`src/rtl/uart_pkg.sv`:
```
`default_nettype none
// ============================================================================
// Module   : uart_pkg
// Purpose  : Shared UART constants and receiver state encoding.
// Revision : 1.0 - initial release
// ============================================================================
package uart_pkg;

    localparam int c_data_bits_default    = 8;
    localparam int c_clks_per_bit_default = 434;   // 50 MHz / 115200 baud

    typedef enum logic [2:0] {
        IDLE      = 3'd0,
        START     = 3'd1,
        DATA      = 3'd2,
        PARITY    = 3'd3,
        STOP      = 3'd4,
        WAIT_HIGH = 3'd5
    } rx_state_t;

endpackage
`default_nettype wire

```
`src/rtl/uart_rx_sync.sv`:
```
`default_nettype none
// ============================================================================
// Module   : uart_rx_sync
// Purpose  : Two-flop synchronizer for the serial line, resets to idle-high.
// Revision : 1.0 - initial release
// ============================================================================
module uart_rx_sync (
    input  logic clk,
    input  logic rst,
    input  logic d,
    output logic q
);

    logic r_meta;
    logic r_sync;

    always_ff @(posedge clk) begin
        if (rst) begin
            r_meta <= 1'b1;
            r_sync <= 1'b1;
        end else begin
            r_meta <= d;
            r_sync <= r_meta;
        end
    end

    assign q = r_sync;

endmodule
`default_nettype wire

```
`src/rtl/uart_receiver.sv`:
```
`default_nettype none
// ============================================================================
// Module   : uart_receiver
// Purpose  : UART receiver, LSB-first, mid-bit sampling; optional even parity
//            when UART_RX_PARITY_EN is defined.
// Revision : 1.0 - initial release
// ============================================================================
module uart_receiver
    import uart_pkg::*;
#(
    parameter int CLKS_PER_BIT = c_clks_per_bit_default,
    parameter int DATA_BITS    = c_data_bits_default
) (
    input  logic                 clk,
    input  logic                 rst,
    input  logic                 rx_waveform,
    output logic [DATA_BITS-1:0] data_received,
    output logic                 data_valid,
    output logic                 framing_error,
    output logic                 parity_error,
    output logic                 busy
);

    localparam int                c_tw       = $clog2(CLKS_PER_BIT);
    localparam int                c_iw       = (DATA_BITS > 1) ? $clog2(DATA_BITS) : 1;
    localparam logic [c_tw-1:0]   c_half_m1  = c_tw'(CLKS_PER_BIT / 2 - 1);
    localparam logic [c_tw-1:0]   c_full_m1  = c_tw'(CLKS_PER_BIT - 1);
    localparam logic [c_iw-1:0]   c_last_idx = c_iw'(DATA_BITS - 1);

    logic                 w_rx_s;
    rx_state_t            r_state;
    logic [c_tw-1:0]      r_timer;
    logic [c_iw-1:0]      r_idx;
    logic [DATA_BITS-1:0] r_shift;
`ifdef UART_RX_PARITY_EN
    logic                 r_par_bad;
`endif

    uart_rx_sync u_sync (
        .clk (clk),
        .rst (rst),
        .d   (rx_waveform),
        .q   (w_rx_s)
    );

    always_ff @(posedge clk) begin
        if (rst) begin
            r_state       <= IDLE;
            r_timer       <= '0;
            r_idx         <= '0;
            r_shift       <= '0;
            data_received <= '0;
            data_valid    <= 1'b0;
            framing_error <= 1'b0;
`ifdef UART_RX_PARITY_EN
            parity_error  <= 1'b0;
            r_par_bad     <= 1'b0;
`endif
        end else begin
            data_valid    <= 1'b0;
            framing_error <= 1'b0;
`ifdef UART_RX_PARITY_EN
            parity_error  <= 1'b0;
`endif
            case (r_state)
                IDLE: begin
                    if (!w_rx_s) begin
                        r_state <= START;
                        r_timer <= '0;
                    end
                end
                // Re-check the start bit at its midpoint to reject glitches.
                START: begin
                    if (r_timer == c_half_m1) begin
                        if (w_rx_s) begin
                            r_state <= IDLE;
                        end else begin
                            r_state <= DATA;
                            r_timer <= '0;
                            r_idx   <= '0;
                        end
                    end else begin
                        r_timer <= r_timer + 1'b1;
                    end
                end
                DATA: begin
                    if (r_timer == c_full_m1) begin
                        r_timer <= '0;
                        r_shift <= {w_rx_s, r_shift[DATA_BITS-1:1]};
                        r_idx   <= r_idx + 1'b1;
                        if (r_idx == c_last_idx) begin
`ifdef UART_RX_PARITY_EN
                            r_state <= PARITY;
`else
                            r_state <= STOP;
`endif
                        end
                    end else begin
                        r_timer <= r_timer + 1'b1;
                    end
                end
`ifdef UART_RX_PARITY_EN
                PARITY: begin
                    if (r_timer == c_full_m1) begin
                        r_timer   <= '0;
                        r_par_bad <= w_rx_s ^ (^r_shift);
                        r_state   <= STOP;
                    end else begin
                        r_timer <= r_timer + 1'b1;
                    end
                end
`endif
                STOP: begin
                    if (r_timer == c_full_m1) begin
                        r_timer <= '0;
                        if (!w_rx_s) begin
                            framing_error <= 1'b1;
                            r_state       <= WAIT_HIGH;
`ifdef UART_RX_PARITY_EN
                        end else if (r_par_bad) begin
                            parity_error <= 1'b1;
                            r_state      <= IDLE;
`endif
                        end else begin
                            data_received <= r_shift;
                            data_valid    <= 1'b1;
                            r_state       <= IDLE;
                        end
                    end else begin
                        r_timer <= r_timer + 1'b1;
                    end
                end
                // Hold off through a break so it reports only one error.
                WAIT_HIGH: begin
                    if (w_rx_s) begin
                        r_state <= IDLE;
                    end
                end
                default: r_state <= IDLE;
            endcase
        end
    end

`ifndef UART_RX_PARITY_EN
    assign parity_error = 1'b0;
`endif

    assign busy = (r_state != IDLE);

endmodule
`default_nettype wire

```
`config.mk`:
```
export PLATFORM = sky130hd
export DESIGN_NAME = uart_receiver
export DESIGN_NICKNAME = d
export VERILOG_FILES = /design/src/rtl/uart_pkg.sv /design/src/rtl/uart_rx_sync.sv /design/src/rtl/uart_receiver.sv
export SDC_FILE = /design/constraint.sdc
export NUM_CORES = 1
export LEC_CHECK = 0
export BUFFER_PORTS_ARGS = -buffer_cell sky130_fd_sc_hd__buf_2
export CORE_MARGIN = 2
export CORE_UTILIZATION = 40
export DETAILED_ROUTE_END_ITERATION = 10
export HOLD_SLACK_MARGIN = 0.1
export PLACE_DENSITY = 0.68
export SYNTH_ARGS = -nofsm -noshare
export SYNTH_HDL_FRONTEND = slang
export SYNTH_SLANG_ARGS = --single-unit
```
`constraint.sdc`:
```
create_clock -name clk -period 2.1 [get_ports clk]
set_clock_uncertainty 0.05 [all_clocks]
set_input_delay 0.105 -clock clk [delete_from_list [all_inputs] [get_ports clk]]
set_output_delay 0.105 -clock clk [all_outputs]
set_load 0.01 [all_outputs]
```
==> results.sh <==
export IMPL_worstSkewPairLatency_ps=280
export IMPL_min_from="rst"
export IMPL_layout_nets=208
export IMPL_status="finished clean"
export IMPL_nFillCells=374
export IMPL_die_area_sq_um=4520
export IMPL_seqCellArea_sq_um=702
export IMPL_power_mw=1.20
export IMPL_synth_top_area_share_pct=43.8
export IMPL_period_needed_ps=1940
export IMPL_hold_end="r_idx[0]"
export IMPL_max_slew_margin_pct=62.0
export IMPL_antenna_found_initial=0
export IMPL_rows=22
export IMPL_cap_violations=0
export IMPL_cp_arrival_ps=2050
export IMPL_core_sq_um=3740
export IMPL_die_y_microns=67.3
export IMPL_drc=0
export IMPL_grt_max_degree=32
export IMPL_clkSinkCount=35
export IMPL_synth_area_per_cell_sq_um=8.70
export IMPL_die_w_microns=67.3
export IMPL_grt_usage_pct=14.3
export IMPL_critical_path_class="flop to flop"
export IMPL_fin_tns_setup_ps=0
export IMPL_drt_pass1_iterations=4
export IMPL_critPathLaunchType="flop"
export IMPL_reg2reg_to="data_received[2]"
export IMPL_irDropWorstVdd_uv=296
export IMPL_drive_gt1_share_pct=16.9
export IMPL_critPathMaxFanout=9
export IMPL_whs_path_depth=2
export IMPL_reg2regPathDepth=8
export IMPL_syn_area_sq_um=1600
export IMPL_drt_iter0_markers=112
export IMPL_cts_tree="built"
export IMPL_clockRootBuffer="clkbuf_8"
export IMPL_fin_crit_sh_pct=92.4
export IMPL_io_pin_count=15
export IMPL_start_util_pct=42.7
export IMPL_worst_ep_required_time_ps=2210
export IMPL_synthFlopType="dfxtp_1"
export IMPL_cts_buffers_inserted=5
export IMPL_leakagePower_nw=0.801
export IMPL_cts_clk_slew_worst_paths_ps=70
export IMPL_grt_pass1_vias=1122
export IMPL_overflow=0
export IMPL_syn_inst=184
export IMPL_post_place_ws_ps=70.8
export IMPL_area_delta_synth_final_pct=13.8
export IMPL_diodes=0
export IMPL_h_tree_depth=2
export IMPL_gp_congestion=0.888
export IMPL_yosysTopAreaCell="dfxtp_1"
export IMPL_netlist_top_cells_area="dfxtp_1 44%, nand2_1 5.9%, nor2_1 5.9%"
export IMPL_rrSetupSlack_ps=160
export IMPL_grt_pass1_wl_microns=4910
export IMPL_multi_input_area_sq_um=823
export IMPL_wl_per_cell_microns=12.0
export IMPL_clock_path_buffers=2
export IMPL_crit_path_end_kind="flop"
export IMPL_layout_setup_ws_ps=159
export IMPL_hpwl_microns=2040
export IMPL_portBuffers=13
export IMPL_finalHoldViolations=0
export IMPL_ys_types=39
export IMPL_async_flop_share_pct=0
export IMPL_viasPerCell=5.23
export IMPL_synth_fp_nets=192
export IMPL_yosysWarnings=0
export IMPL_yosysSeqAreaShare_pct=43.8
export IMPL_r2r_start="r_timer[1]"
export IMPL_synth_most_common_cell="dfxtp_1"
export IMPL_drt_total_wl_microns=3000
export IMPL_tightestPinTransition_ps=570
export IMPL_min_path_type="input pin to flop"
export IMPL_synth_edff_count=0
export IMPL_postRouteAntennaNets=0
export IMPL_max_freq_mhz=515
export IMPL_powerDensity_nw_per_um2=660
export IMPL_finalSetupViolations=0
export IMPL_drv_slew=0
export IMPL_yosys_register_bits=35
export IMPL_vias=1303
export IMPL_synth_common_cells="35 x dfxtp_1, 25 x nand2_1, 25 x nor2_1"
metal layers:
metal | track usage [%] | routed length (microns) | up-vias
met4 | 6.89 | 45 | 0
met5 | 0 | 0 | -
li1 | - | - | 673
met2 | 22.8 | 1360 | 22
met1 | 18.4 | 1490 | 604
met3 | 3.00 | 98 | 4
report_power, final:
part | internal [mW] | total [mW] | switching (mW)
Sequential | 0.668 | 0.675 | 0.00715
Clock | 0.231 | 0.467 | 0.236
Combinational | 0.0248 | 0.0596 | 0.0348
Total | 0.924 | 1.20 | 0.278
what timing repair did:
item                       CTS  global route
resized for setup            0             5
hold buffers                 1             0
hold endpoints to repair     1             0
buffers inserted             0             0
setup endpoints to repair    0             8
kinds of logic (layout without fill, tap and decap cells):
| family | count (synthesis) | in the layout | share of synthesized area (%) |
|---|---|---|---|
| compound gates | 40 | 40 | 17.1 |
| xor+xnor | 3 | 3 | 1.64 |
| fa+ha+maj | 5 | 5 | 3.91 |
| buf+inv | 18 | 35 | 5.32 |
| flops | 35 | 35 | 43.8 |
| mux | 9 | 9 | 5.63 |
| other cells | 1 | 1 | 0.234 |
| simple gates | 73 | 73 | 22.4 |
metrics by stage:
step	util [%]	area [sq um]	instances	hold slack, ps
floorplan	-	1600	184	159
global placement	45.4	1700	239	250
detailed placement	45.4	1700	239	239
CTS	48.0	1800	248	246
global route	48.6	1820	249	267
finish	48.6	1820	249	244
critical path, stage by stage, from the launching register on:
cell and delay [ps]:
dfxtp_1 330, inv_1 80, ha_1 130, and4b_2 260, nand2_1 100, or4_4 490, buf_6 160, mux2i_1 150
nor2_1 50
cells in the final DEF (no fill, tap or decap), types with 2 or more instances in the layout:
cell      synthesis  layout
dfxtp_1          35      34
nor2_1           25      25
nor3_1            5       5
clkbuf_8          0       5
buf_2             2      13
a22o_1            5       5
a211o_1           2       2
a22oi_1           4       4
nand2_1          25      25
nand3_1           5       5
o211ai_1          2       2
mux2i_1           9       9
or2_2             3       3
xnor2_1           2       2
a21o_1            4       4
inv_1             8       8
buf_4             2       3
a21oi_1          16      15
ha_1              5       5
flip-flops by register name (all words and copies together) (netlist names):
signal         cells
framing_error      1
r_timer            9
r_state            3
u_sync.q           1
data_valid         1
u_sync.r_meta      1
r_idx              3
r_shift            8
data_received      8
worst max path at each step:
stage | start | to | slack, ps | depth (start not counted)
after floorplan | r_timer[0] | data_received[3] | 260 | 7
final | r_timer[1] | data_received[2] | 160 | 8
after global routing | r_timer[1] | r_timer[7] | -20 | 7
after detailed placement | r_timer[0] | data_received[2] | 70 | 7
after CTS | r_timer[0] | data_received[2] | 60 | 7
after global placement | r_timer[0] | data_received[4] | 140 | 7
cell type report:
| class | instances | area share, % |
|---|---|---|
| Sequential cell | 35 | 38.6 |
| Timing Repair Buffer | 19 | 6.60 |
| Clock buffer | 6 | 3.99 |
| Tap cell | 48 | 3.30 |
| Multi-Input combinational cell | 131 | 45.2 |
| Clock inverter | 2 | 0.687 |
| Inverter | 8 | 1.65 |
Power figures use the tool's default switching activity.
